File: config.mk
export PLATFORM = sky130hd
export DESIGN_NAME = seven_seg_mux_driver
export DESIGN_NICKNAME = d
export VERILOG_FILES = /design/src/rtl/seven_seg_mux_driver_pkg.sv /design/src/rtl/seven_seg_mux_driver_bin2bcd_seq.sv /design/src/rtl/seven_seg_mux_driver.sv
export SDC_FILE = /design/constraint.sdc
export NUM_CORES = 1
export LEC_CHECK = 0
export BUFFER_PORTS_ARGS = -buffer_cell sky130_fd_sc_hd__buf_2
export CORE_MARGIN = 2
export CORE_UTILIZATION = 35
export DETAILED_ROUTE_END_ITERATION = 10
export SYNTH_ARGS = -nofsm -noshare
export SYNTH_HDL_FRONTEND = slang
export SYNTH_HIERARCHICAL = 1
export SYNTH_SLANG_ARGS = --single-unit
File: constraint.sdc
create_clock -name clk -period 3.4 [get_ports clk]
set_input_delay 0.68 -clock clk [delete_from_list [all_inputs] [get_ports clk]]
set_output_delay 0.68 -clock clk [all_outputs]
set_load 0.02 [all_outputs]
File: src/rtl/seven_seg_mux_driver_pkg.sv
// Glyph constants and the hex-to-glyph font shared by the seven-segment display blocks.
// Segment order is {a,b,c,d,e,f,g}; all patterns are active-low for common-anode parts.
package seg_defs;

    localparam logic [6:0] SEG_0     = 7'b0000001;
    localparam logic [6:0] SEG_1     = 7'b1001111;
    localparam logic [6:0] SEG_2     = 7'b0010010;
    localparam logic [6:0] SEG_3     = 7'b0000110;
    localparam logic [6:0] SEG_4     = 7'b1001100;
    localparam logic [6:0] SEG_5     = 7'b0100100;
    localparam logic [6:0] SEG_6     = 7'b0100000;
    localparam logic [6:0] SEG_7     = 7'b0001111;
    localparam logic [6:0] SEG_8     = 7'b0000000;
    localparam logic [6:0] SEG_9     = 7'b0000100;
    localparam logic [6:0] SEG_A     = 7'b0001000;
    localparam logic [6:0] SEG_B     = 7'b1100000;
    localparam logic [6:0] SEG_C     = 7'b0110001;
    localparam logic [6:0] SEG_D     = 7'b1000010;
    localparam logic [6:0] SEG_E     = 7'b0110000;
    localparam logic [6:0] SEG_F     = 7'b0111000;
    localparam logic [6:0] SEG_DASH  = 7'b1111110;
    localparam logic [6:0] SEG_BLANK = 7'b1111111;
    localparam logic [6:0] SEG_r     = 7'b1111010;

    function automatic logic [6:0] hex_glyph(input logic [3:0] code);
        logic [6:0] g;
        case (code)
            4'h0:    g = SEG_0;
            4'h1:    g = SEG_1;
            4'h2:    g = SEG_2;
            4'h3:    g = SEG_3;
            4'h4:    g = SEG_4;
            4'h5:    g = SEG_5;
            4'h6:    g = SEG_6;
            4'h7:    g = SEG_7;
            4'h8:    g = SEG_8;
            4'h9:    g = SEG_9;
            4'hA:    g = SEG_A;
            4'hB:    g = SEG_B;
            4'hC:    g = SEG_C;
            4'hD:    g = SEG_D;
            4'hE:    g = SEG_E;
            default: g = SEG_F;
        endcase
        return g;
    endfunction

endpackage

File: src/rtl/seven_seg_mux_driver_bin2bcd_seq.sv
// Sequential double-dabble converter: one add-3/shift iteration per clock, VAL_W iterations,
// with the result held on bcd/ovf once done pulses until the next start.
module bin2bcd_seq
    import seg_defs::*;
#(
    parameter int VAL_W  = 14,
    parameter int DIGITS = 4
) (
    input  logic                  clk,
    input  logic                  rst,
    input  logic                  start,
    input  logic [VAL_W-1:0]      bin,
    output logic                  busy,
    output logic                  done,
    output logic [4*DIGITS-1:0]   bcd,
    output logic                  ovf
);

    localparam int          BCD_W     = 4 * DIGITS;
    localparam int          SH_W      = BCD_W + VAL_W;
    localparam int          CNT_W     = $clog2(VAL_W + 1);
    localparam logic [63:0] OVF_LIMIT = 64'(10) ** DIGITS;

    logic [SH_W-1:0]  sh_q, sh_d;
    logic [CNT_W-1:0] cnt_q, cnt_d;
    logic             busy_q, busy_d;
    logic             ovf_q, ovf_d;

    function automatic logic [SH_W-1:0] dabble(input logic [SH_W-1:0] s);
        logic [SH_W-1:0] t;
        t = s;
        for (int d = 0; d < DIGITS; d++) begin
            if (t[VAL_W + 4*d +: 4] >= 4'd5) begin
                t[VAL_W + 4*d +: 4] = t[VAL_W + 4*d +: 4] + 4'd3;
            end
        end
        return {t[SH_W-2:0], 1'b0};
    endfunction

    // The start cycle already performs the first iteration, so cnt counts completed shifts.
    always_comb begin
        sh_d   = sh_q;
        cnt_d  = cnt_q;
        busy_d = busy_q;
        ovf_d  = ovf_q;
        if (start && !busy_q) begin
            sh_d   = dabble({{BCD_W{1'b0}}, bin});
            cnt_d  = CNT_W'(1);
            busy_d = 1'b1;
            ovf_d  = (64'(bin) >= OVF_LIMIT);
        end else if (busy_q) begin
            if (cnt_q == CNT_W'(VAL_W)) begin
                busy_d = 1'b0;
            end else begin
                sh_d  = dabble(sh_q);
                cnt_d = cnt_q + CNT_W'(1);
            end
        end
    end

    always_ff @(posedge clk or posedge rst) begin
        if (rst) begin
            sh_q   <= '0;
            cnt_q  <= '0;
            busy_q <= 1'b0;
            ovf_q  <= 1'b0;
        end else begin
            sh_q   <= sh_d;
            cnt_q  <= cnt_d;
            busy_q <= busy_d;
            ovf_q  <= ovf_d;
        end
    end

    assign busy = busy_q;
    assign done = busy_q && (cnt_q == CNT_W'(VAL_W));
    assign bcd  = sh_q[SH_W-1 -: BCD_W];
    assign ovf  = ovf_q;

endmodule

File: src/rtl/seven_seg_mux_driver.sv
// Multiplexed common-anode seven-segment driver: latches a value, shows it in hex or decimal
// across DIGITS scanned digits with leading-zero blanking, overflow dashes, "Err" and PWM dimming.
module seven_seg_mux_driver
    import seg_defs::*;
#(
    parameter int DIGITS      = 4,
    parameter int VAL_W       = 14,
    parameter int REFRESH_CYC = 100_000,
    parameter int BRIGHT_W    = 3
) (
    input  logic                clk,
    input  logic                rst,
    input  logic [VAL_W-1:0]    value,
    input  logic                load,
    input  logic                mode,
    input  logic                blank_lz,
    input  logic                invalid,
    input  logic [BRIGHT_W-1:0] bright,
    output logic                busy,
    output logic [DIGITS-1:0]   an,
    output logic [6:0]          seg
);

    localparam int SEL_W  = $clog2(DIGITS);
    localparam int SLOT_W = $clog2(REFRESH_CYC);
    localparam int STEP   = REFRESH_CYC >> BRIGHT_W;
    localparam int STEP_W = (STEP > 1) ? $clog2(STEP) : 1;

    logic                     ld_q, ld_d;
    logic [VAL_W-1:0]         val_q, val_d;
    logic                     mode_q, mode_d;
    logic                     accept;

    logic [DIGITS-1:0][3:0]   shadow_q, shadow_d;
    logic                     ovf_q, ovf_d;

    logic                     eng_busy, eng_done, eng_ovf;
    logic [4*DIGITS-1:0]      eng_bcd;

    logic [SLOT_W-1:0]        slot_cnt_q, slot_cnt_d;
    logic [STEP_W-1:0]        step_q, step_d;
    logic [BRIGHT_W-1:0]      phase_q, phase_d;
    logic [SEL_W-1:0]         sel_q, sel_d;
    logic                     slot_wrap, step_wrap;

    logic [SEL_W-1:0]         msd;
    logic [6:0]               seg_d, seg_q;
    logic [DIGITS-1:0]        an_d, an_q;

    // A decimal request waiting for the engine to start counts as busy, so it cannot be overwritten.
    assign accept = load && !eng_busy && !(ld_q && mode_q);

    always_comb begin
        ld_d   = accept;
        val_d  = accept ? value : val_q;
        mode_d = accept ? mode  : mode_q;
    end

    bin2bcd_seq #(
        .VAL_W  (VAL_W),
        .DIGITS (DIGITS)
    ) u_bin2bcd (
        .clk   (clk),
        .rst   (rst),
        .start (ld_q && mode_q),
        .bin   (val_q),
        .busy  (eng_busy),
        .done  (eng_done),
        .bcd   (eng_bcd),
        .ovf   (eng_ovf)
    );

    always_comb begin
        shadow_d = shadow_q;
        ovf_d    = ovf_q;
        if (ld_q && !mode_q) begin
            shadow_d = (4*DIGITS)'(val_q);
            ovf_d    = 1'b0;
        end else if (eng_done) begin
            shadow_d = eng_bcd;
            ovf_d    = eng_ovf;
        end
    end

    // step/phase track slot_cnt / STEP incrementally instead of dividing.
    always_comb begin
        slot_wrap  = (slot_cnt_q == SLOT_W'(REFRESH_CYC - 1));
        step_wrap  = (step_q == STEP_W'(STEP - 1));
        slot_cnt_d = slot_wrap ? '0 : slot_cnt_q + SLOT_W'(1);
        step_d     = step_wrap ? '0 : step_q + STEP_W'(1);
        phase_d    = phase_q;
        sel_d      = sel_q;
        if (slot_wrap) begin
            phase_d = '0;
            sel_d   = (sel_q == SEL_W'(DIGITS - 1)) ? '0 : sel_q + SEL_W'(1);
        end else if (step_wrap) begin
            phase_d = phase_q + BRIGHT_W'(1);
        end
    end

    always_comb begin
        msd = '0;
        for (int i = 1; i < DIGITS; i++) begin
            if (shadow_q[i] != 4'd0) begin
                msd = SEL_W'(i);
            end
        end

        if (invalid) begin
            if (sel_q == SEL_W'(DIGITS - 1)) begin
                seg_d = SEG_E;
            end else if (sel_q == SEL_W'(DIGITS - 2) || sel_q == SEL_W'(DIGITS - 3)) begin
                seg_d = SEG_r;
            end else begin
                seg_d = SEG_BLANK;
            end
        end else if (ovf_q) begin
            seg_d = SEG_DASH;
        end else if (blank_lz && (sel_q > msd)) begin
            seg_d = SEG_BLANK;
        end else begin
            seg_d = hex_glyph(shadow_q[sel_q]);
        end

        an_d = (phase_q <= bright) ? ~(DIGITS'(1) << sel_q) : '1;
    end

    always_ff @(posedge clk or posedge rst) begin
        if (rst) begin
            ld_q       <= 1'b0;
            val_q      <= '0;
            mode_q     <= 1'b0;
            shadow_q   <= '0;
            ovf_q      <= 1'b0;
            slot_cnt_q <= '0;
            step_q     <= '0;
            phase_q    <= '0;
            sel_q      <= '0;
            an_q       <= '1;
            seg_q      <= SEG_BLANK;
        end else begin
            ld_q       <= ld_d;
            val_q      <= val_d;
            mode_q     <= mode_d;
            shadow_q   <= shadow_d;
            ovf_q      <= ovf_d;
            slot_cnt_q <= slot_cnt_d;
            step_q     <= step_d;
            phase_q    <= phase_d;
            sel_q      <= sel_d;
            an_q       <= an_d;
            seg_q      <= seg_d;
        end
    end

    assign busy = eng_busy;
    assign an   = an_q;
    assign seg  = seg_q;

endmodule

# Word level (Yosys, flattened, before mapping)

Memories as Yosys holds them, arrays and structs flattened.
Cells that the tools add are included.
Widths: inputs -> output; s select.

Register bits after elaboration: 116
ROM bits: 112
Bits of input ports: 23
Output and inout port bits: 12
Word-level logic and storage cells: 96
Memories: 1

Add/sub/neg operators: 9
Order comparisons: 8
Equality and inequality tests: 7
Shifts and indexed selects: 1
Mux-type cells: 33
Bitwise logic cells: 1
Reductions and logical operators: 18

Memory list:

| memory          | depth | width | rd ports | clocked after Yosys merged registers in | wr ports | RTL line                       | RTL |
|---|---|---|---|---|---|---|---|
| (no name shown) | 16    | 7     | 1        | 0                                       | 0        | seven_seg_mux_driver_pkg.sv:27 | `case (code)` |

Operator list:

| operator              | count |
|---|---|
| $mux 30               | 3 |
| $mux 16               | 2 |
| $mux 4                | 8 |
| $mux 7                | 4 |
| $add 17x1->17 const B | 1 |
| $eq 17x17->1 const B  | 1 |
| $mux 17               | 1 |
| $ge 4x3->1 const B    | 4 |
| $add 14x1->14 const B | 1 |
| $eq 14x14->1 const B  | 1 |
| $ge 14x14->1 const B  | 1 |
| $mux 14               | 1 |
| $add 4x2->4 const B   | 3 |
| $mux 3                | 4 |
| $reduce_bool 4->1     | 3 |
| $bmux 4 s2            | 1 |
| $logic_and 1x1->1     | 7 |
| $mux 1                | 6 |
| $mux 2                | 3 |
| $reduce_bool 2->1     | 3 |
| $add 4x1->4 const B   | 1 |
| $eq 2x2->1 const B    | 2 |
| $eq 4x4->1 const B    | 1 |
| $not 4->4             | 1 |
| other kinds (12)      | 14 |

# Logic depth before layout (Yosys ltp)

Gate-level depths: netlist (run 1).

Word-level depth: 9
Depth in mapped cells: 8
Mapped depth without buffers: 7

# Hierarchy

The synthesis (run 1) kept the hierarchy.

Modules (own cells, without submodules):

| module               | times used | cells an instance | area each (um^2) | sequential area each (um^2) |
|---|---|---|---|---|
| seven_seg_mux_driver | 1          | 354               | 3953.8           | 2015.7 |
| bin2bcd_seq          | 1          | 198               | 1929.4           | 875.8 |

# Worst setup path after synthesis (run 1)

No wires, ideal clock.

Kind: reg2reg
Start point: register shadow_q[14] (netlist bit)
End point: register seg_q[1], in the netlist seg[1]
Setup time: 0.108 ns
Arrival: 2.067 ns
Required time: 3.292 ns
Path slack: 1.225 ns
Cell stages (with the launch flop): 8
Buffers on the path: 0
Clock period less this slack: 2.175 ns
Cell sequence: dfrtp_1 or4_1 nor2_1 ha_1 nor2b_1 o211a_1 nor3_1 a32oi_1

Cells in the longest elaborated chain, start to end: 7
Elaborated cells between the ends (all ways): 10
Those cells by class: order compare: 1; mux: 6; reduce/logical: 2; memory: 1

Ends and longest elaborated chain:

| element                                                              | RTL line                    | RTL |
|---|---|---|
| from (decl)                                                          | seven_seg_mux_driver.sv:34  | `logic [DIGITS-1:0][3:0] shadow_q, shadow_d;` |
| from (signal assigned)                                               | seven_seg_mux_driver.sv:145 | `shadow_q <= shadow_d;` |
| parallel branches: the longest is 4 deep, another holds $mem_v2 16x7 | --                          |  |
| $mux 7 (*)                                                           | seven_seg_mux_driver.sv:119 | `end else if (blank_lz && (sel_q > msd)) begin` |
| $mux 7 (*)                                                           | seven_seg_mux_driver.sv:117 | `end else if (ovf_q) begin` |
| $mux 7 (*)                                                           | seven_seg_mux_driver.sv:109 | `if (invalid) begin` |
| net seg_d[1]                                                         | seven_seg_mux_driver.sv:47  | `logic [6:0] seg_d, seg_q;` |
| to (signal assigned)                                                 | seven_seg_mux_driver.sv:152 | `seg_q <= seg_d;` |
| to (decl)                                                            | seven_seg_mux_driver.sv:47  |  |

Mark *: on every way through the listed nets, which the timed path passes. The select of a mux whose other input is x is not followed.
A chain may end at the register's enable or synchronous reset.

# Worst setup path after layout (run 1)

Start point: register shadow_q[10] (netlist bit)
End point: register seg_q[6], in the netlist seg[6]

Cells in the longest elaborated chain, start to end: 8
Elaborated cells between the ends (all ways): 11
Those cells by class: order compare: 1; mux: 7; reduce/logical: 2; memory: 1

Ends and longest elaborated chain:

| element                                                              | RTL line |
|---|---|
| parallel branches: the longest is 5 deep, another holds $mem_v2 16x7 | -- |
| $mux 7 (*)                                                           | seven_seg_mux_driver.sv:119 |
| $mux 7 (*)                                                           | seven_seg_mux_driver.sv:117 |
| $mux 7 (*)                                                           | seven_seg_mux_driver.sv:109 |
| net seg_d[6]                                                         | seven_seg_mux_driver.sv:47 |

Marked as above.

==> results of run 1 <==
==> path summary, 6_finish.rpt <==
path / startpoint / to / slack (ns) / cells after the start
worst max register to register: shadow_q[10] / seg[6] / 0.99 / 7
min in group clk: u_bin2bcd/sh_q[12] / u_bin2bcd/sh_q[12] / 0.48 / 2
worst min register to register: u_bin2bcd/sh_q[12] / u_bin2bcd/sh_q[12] / 0.48 / 2
max in group asynchronous: rst / seg[5] / 2.37 / 3
worst min-delay path: rst / step_q[11] / 0.27 / 2
worst max-delay path: shadow_q[10] / seg[6] / 0.99 / 7
==> cell usage after synthesis, types with 11 or more instances <==
cell type | count | area share, %
dfrtp_1 | 104 | 44
nand2_1 | 64 | 4.1
o21ai_0 | 36 | 3.1
ha_1 | 29 | 6.2
nor2_1 | 27 | 1.7
inv_1 | 25 | 1.6
mux2_2 | 24 | 4.6
nand3_1 | 24 | 2.0
mux2i_1 | 22 | 3.7
buf_4 | 17 | 2.2
xnor2_1 | 16 | 2.4
a22oi_1 | 14 | 1.8
clkbuf_1 | 14 | 0.89
a21oi_1 | 13 | 1.1
xor2_1 | 13 | 1.9
dfstp_2 | 11 | 4.9
==> state kept, by name, summed over array words and instances, names as in the netlist, 2 cells and up <==
register         flops
phase_q              3
step_q              14
shadow_q            16
val_q               14
sel_q                2
slot_cnt_q          17
u_bin2bcd/cnt_q      4
seg                  7
u_bin2bcd/sh_q      29
an                   4
==> final cells by class <==
type	count	share of cell area [%]
flip-flops and latches	115	43.1
clock buffers	21	6.86
repair buffers	38	2.98
clock inverters	10	1.62
inverters	26	1.47
multi-input cells	373	39.9
well taps	220	4.10
==> cells in the final DEF, fill, tap and decap left out, drive strengths merged, types with 16 or more instances in the layout <==
master / Yosys / layout
xnor2: 16 / 16
mux2i: 22 / 22
mux2: 24 / 24
buf: 24 / 38
o21ai: 37 / 37
dfrtp: 104 / 104
nand2: 65 / 65
clkbuf: 14 / 21
ha: 29 / 29
inv: 26 / 25
nor2: 27 / 27
nand3: 25 / 25
==> layer usage <==
layer	wire length, µm	up-vias	part of all wire (%)	track usage [%]
met3	507	14	4.2	4.53
li1	-	1959	-	-
met2	5680	78	47	23.3
met4	150	0	1.2	4.26
met5	0	-	0	0
met1	5730	2071	47	19.4
==> logic make-up after synthesis <==
| family | after synthesis | share of synthesized area, % |
|---|---|---|
| xor gates and xnor gates | 29 | 4.32 |
| adders and majority gates | 29 | 6.17 |
| muxes | 50 | 9.87 |
| DFF | 115 | 49.1 |
| and+or+nand+nor | 174 | 15.1 |
| buffers and inverters | 64 | 5.42 |
| AOI/OAI and AO/OA | 91 | 10.0 |
==> worst max-delay path: cells and delay by family, from the launching register on <==
kind                     cells  cell delay (ns)
adder cells (fa/ha/maj)      1             0.24
flip-flops                   1             0.40
AO/OA/AOI/OAI                2             0.41
AND/OR/NAND/NOR              4             1.24
==> where the power goes <==
group | total (mW) | switching (mW) | internal, mW
clock | 1.71 | 0.609 | 1.10
combinational | 1.55 | 0.867 | 0.680
sequential | 2.18 | 0.386 | 1.79
==> impl_metrics.py, run 1 <==
metrics = {
    "status": {
        "status": "completed",
    },
    "sta": {
        "post-route-period-util_pct": 70.8,
        "setup_tns_ns": 0,
        "clock_skew_ns": 0.00705,
        "period_needed_ns": 2.41,
        "slew_headroom_pct": 28.4,
        "hold_viol_final": 0,
        "max_freq_mhz": 416,
        "hold_ws_ns": 0.269,
        "setup_viol": 0,
        "rsz0062_at_grt": "no",
        "worst_pin_slew_ns": 1.07,
        "slew_violations": 0,
        "setup_ws_ns": 0.994,
    },
    "clocking": {
        "cts_resized": 0,
        "clk_latency_ns": 0.41,
        "cts_num_sinks": 115,
        "postCtsSetupBuffers": 0,
        "clk_pin_slew_ns": 0.05,
        "cts_hold_buf": 0,
        "numCtsBuffers": 17,
        "tritoncts": "yes",
        "root_buffer": "clkbuf_16",
        "cts_buffer_depth": 2,
        "htree_levels": 4,
    },
    "cells_and_area": {
        "fillCellCount": 1587,
        "drive_above_1_share_pct": 20.8,
        "final_nets": 623,
        "synthToLayoutAreaGrowth_pct": 14.1,
        "register_area_um2": 2890,
        "multi_input_comb_area_um2": 2680,
        "final-instance-count-excl-fill": 803,
        "design_area_um2": 6710,
        "fin_util_pct": 40.6,
        "n_antenna_cell": 0,
    },
    "critical_path": {
        "crit_arrival_ns": 2.70,
        "critical_path_peak_fanout": 6,
        "cp.required_ns": 3.70,
        "slowest_stage": "or4_1",
        "path_class": "reg -> reg",
        "startpoint_type": "flop",
        "setup.worst_path.end_class": "flop",
        "crit_chain": "or4_1, nor2_1, ha_1, nor2b_1, o211a_1, nor3_1, a32oi_1",
        "cpPeakStageDelay_ns": 0.55,
    },
    "drt": {
        "ant_nets": 0,
        "initialDrtViolationCount": 234,
        "finalWirelength_um": 12100,
        "first_pass_iters": 5,
        "vias": 4122,
        "via_per_inst": 5.13,
        "drc": 0,
        "wl_per_cell_um": 15.0,
    },
    "global_routing": {
        "grt_pass1_vias": 4198,
        "grt_pass1_wl_um": 20700,
        "grt_max_degree": 36,
        "grt_overflow": 0,
        "antenna_found_initial": 0,
        "grt.total_usage_pct": 14.7,
    },
    "run": {
        "maxCapViolations": 0,
    },
    "placed_design": {
        "gp_congestion": 0.855,
        "dp_cells": 772,
        "io_buffers": 34,
        "dpl_cell_area_um2": 6140,
        "pre_cts_ws_ns": 1.01,
        "place_hpwl_um": 8650,
    },
    "power_and_ir_drop": {
        "powerDensity_nw_per_um2": 810,
        "power.total_mw": 5.44,
        "p_leak_nw": 2.96,
        "ir_drop_uv": 447,
    },
    "logic_synthesis": {
        "ys.flop_type": "dfrtp_1",
        "synth-async-reset-ratio_pct": 100,
        "synth_warnings": 6,
        "syn_inst": 552,
        "syn-cell-area_um2": 5880,
        "synth_fp_nets": 604,
        "synth-seq-cells": 115,
        "synth_edf_count": 0,
        "ys_seq_area_share_pct": 49.1,
        "yosysUniqueCellTypes": 56,
        "avgSynthCellArea_um2": 10.7,
    },
    "floorplan": {
        "dieWidth_um": 134,
        "die_h_um": 134,
        "start_util_pct": 35.6,
        "io-pin-count": 35,
        "fp-row-count": 47,
        "die_area_um2": 17900,
        "core_area_um2": 16500,
    },
    "hold_path": {
        "hold_class": "in -> async",
    },
}
No activity file was read; power rests on OpenSTA's default activity.
==> run 2, diff against run 1 <==
--- a/config.mk
+++ b/config.mk
@@ -5,6 +5,7 @@
 export SDC_FILE = /design/constraint.sdc
 export NUM_CORES = 1
 export LEC_CHECK = 0
+export ABC_AREA = 1
 export BUFFER_PORTS_ARGS = -buffer_cell sky130_fd_sc_hd__buf_2
 export CORE_MARGIN = 2
 export CORE_UTILIZATION = 35
==> constraint.sdc (replaced) <==
create_clock -name clk -period 2.2 [get_ports clk]
set_input_delay 0.44 -clock clk [delete_from_list [all_inputs] [get_ports clk]]
set_output_delay 0.44 -clock clk [all_outputs]
set_load 0.02 [all_outputs]
==> impl_metrics.py, run 2 <==
metrics = {
    "clocking": {
        "clk_latency_ns": 0.42,
        "cts_num_sinks": 115,
        "htree_levels": 4,
        "numCtsBuffers": 17,
        "cts_buffer_depth": 2,
        "tritoncts": "yes",
        "root_buffer": "clkbuf_16",
        "clk_pin_slew_ns": 0.05,
    },
    "sta": {
        "worst_pin_slew_ns": 0.477,
        "setup_viol": 0,
        "rsz0062_at_grt": "yes",
        "setup_tns_ns": 0,
        "slew_violations": 0,
        "clock_skew_ns": 0.0108,
        "max_freq_mhz": 506,
        "hold_viol_final": 0,
        "hold_ws_ns": 0.226,
        "post-route-period-util_pct": 89.9,
        "period_needed_ns": 1.98,
        "slew_headroom_pct": 68.0,
    },
    "logic_synthesis": {
        "syn_inst": 779,
        "synth_edf_count": 0,
        "ys_seq_area_share_pct": 45.5,
        "synth-async-reset-ratio_pct": 100,
        "syn-cell-area_um2": 6350,
        "synth_area_leader_cell": "dfrtp_1",
        "synthMostInstantiatedCell": "nand2_1",
        "synth_fp_nets": 831,
        "avgSynthCellArea_um2": 8.15,
        "synthTopCellsByArea": "dfrtp_1 (41%), nand2_1 (12%), nand3_1 (6.3%)",
        "synth-seq-cells": 115,
        "synth_common_cells": "nand2_1 (207), dfrtp_1 (104), inv_1 (86)",
        "synth_top_cell_area_share_pct": 41.0,
        "ys.flop_type": "dfrtp_1",
        "synth_warnings": 6,
        "yosysUniqueCellTypes": 44,
    },
    "critical_path": {
        "cpPeakStageDelay_ns": 0.40,
        "crit_chain": "nor4_2, inv_1, nor2_1, ha_1, inv_1, o21bai_1, a21oi_2, inv_1, nor2_2, nand3_1, o21ai_1, inv_1",
        "r2r_slack_ns": 0.22,
        "critical_path_peak_fanout": 3,
        "path_class": "reg -> reg",
        "setup.worst_path.end_class": "flop",
        "slowest_stage": "dfrtp_1",
        "crit_arrival_ns": 2.32,
        "startpoint_type": "flop",
        "cp.required_ns": 2.55,
        "crit_top_cell": "inv_1",
    },
    "global_routing": {
        "antenna_found_initial": 0,
        "grt_pass1_wl_um": 23200,
        "grt_pass1_vias": 4746,
        "grt.total_usage_pct": 14.8,
        "grt_max_degree": 69,
        "grt_overflow": 0,
    },
    "drt": {
        "dr_wl_met3_um": 417,
        "vias": 4909,
        "via_per_inst": 4.69,
        "finalWirelength_um": 13300,
        "route.met2.wl_um": 6280,
        "first_pass_iters": 6,
        "initialDrtViolationCount": 263,
        "highest_layer": "met4",
        "ant_nets": 0,
        "wl_per_cell_um": 12.7,
        "drc": 0,
        "wirelength_met1_um": 6500,
    },
    "power_and_ir_drop": {
        "p_leak_nw": 3.58,
        "powerDensity_nw_per_um2": 1200,
        "ir_drop_uv": 626,
    },
    "cells_and_area": {
        "multi_input_comb_area_um2": 2870,
        "layout_commonest_cell": "nand2_1",
        "synthToLayoutAreaGrowth_pct": 14.5,
        "register_area_um2": 2890,
        "drive_above_1_share_pct": 15.9,
        "n_antenna_cell": 0,
        "final_cell_mix": "nand2_1 (207), dfrtp_1 (103), inv_1 (85), nand3_1 (80), nor2_1 (67)",
        "largest_register_ffs": 29,
        "largest_register": "u_bin2bcd/sh_q",
        "reg_top3": "u_bin2bcd/sh_q: 29 flops, slot_cnt_q: 17 flops, shadow_q: 16 flops",
        "final_nets": 857,
        "fillCellCount": 1811,
    },
    "floorplan": {
        "start_util_pct": 35.5,
        "fp-row-count": 49,
        "io-pin-count": 35,
        "core_area_um2": 17900,
        "die_h_um": 139,
        "die_area_um2": 19200,
        "dieWidth_um": 139,
    },
    "placed_design": {
        "io_buffers": 34,
        "place_hpwl_um": 9380,
        "gp_congestion": 0.828,
    },
    "run": {
        "maxCapViolations": 0,
    },
    "status": {
        "status": "completed",
    },
    "hold_path": {
        "hold_class": "in -> reg",
    },
}
==> run 2: cell count changes after synthesis, moves of 14 or more <==
cell | before | now
nor2_1 | 27 | 68
nand3_1 | 24 | 80
o211ai_1 | 2 | 16
a22oi_1 | 14 | 0
mux2_2 | 24 | 0
nand2_1 | 64 | 207
inv_1 | 25 | 86
mux2i_1 | 22 | 0
==> run 2: per-layer routing <==
metal  track usage [%]  up-vias
li1                  -     2550
met1              19.7     2279
met2              24.0       72
met3              3.49        8
met4              5.05        0
met5                 0        -
==> run 2: kinds of logic after synthesis <==
logic type      after synthesis  share of synthesized area, %
simple gates                409                          29.5
compound gates               79                          7.41
xor+xnor                     17                          2.34
fa+ha+maj                    29                          5.71
buf+inv                     130                          9.53
flops                       115                          45.5
==> run 2: final timing paths <==
check | startpoint | end | cells past startpoint
worst max-delay path | shadow_q[14] | seg[2] | 12
worst max register to register | shadow_q[14] | seg[2] | 12
max in group asynchronous | rst | an[0] | 4
worst min-delay path | value[2] | val_q[2] | 3
worst min register to register | u_bin2bcd/sh_q[1] | u_bin2bcd/sh_q[1] | 2
min in group asynchronous | rst | val_q[7] | 3
==> run 2: stage by stage <==
stage	util [%]	std cells	total power [mW]	setup WS, ns	instance area (µm²)
2_1_floorplan	-	779	5.46	0.372	6360
3_3_place_gp	37.1	1014	5.92	0.128	6650
3_5_place_dp	37.1	1014	5.97	0.0848	6650
4_1_cts	40.6	1047	8.79	0.0722	7260
5_1_grt	40.6	1047	9.41	-0.0352	7270
6_report	40.6	1047	8.72	0.222	7270
==> run 2: critical path: cells and delay by family (launching register included) <==
family                   cells  cell delay (ns)
AND/OR/NAND/NOR              4             0.65
flip-flops                   1             0.40
AO/OA/AOI/OAI                3             0.36
buffers and inverters        4             0.26
adder cells (fa/ha/maj)      1             0.25
==> run 2: cell type report <==
type | instances | share of cell area [%]
inverter | 97 | 5.33
clock inverter | 13 | 2.20
tap | 229 | 3.94
timing repair buffer | 40 | 3.17
clock buffer | 19 | 6.09
sequential | 115 | 39.8
multi-input combinational | 534 | 39.5
==> run 2: repair_timing <==
item,in CTS,in global routing
buffers inserted,0,0
endpoints found under the hold margin,8,0
gates resized for setup,0,4
hold buffers,1,0
setup endpoints to repair,0,5
==> run 2: power breakdown <==
group          internal [mW]  switching (mW)  total (mW)
Sequential              2.75           0.504        3.25
Combinational          0.931            1.76        2.69
Clock                   1.80           0.977        2.78
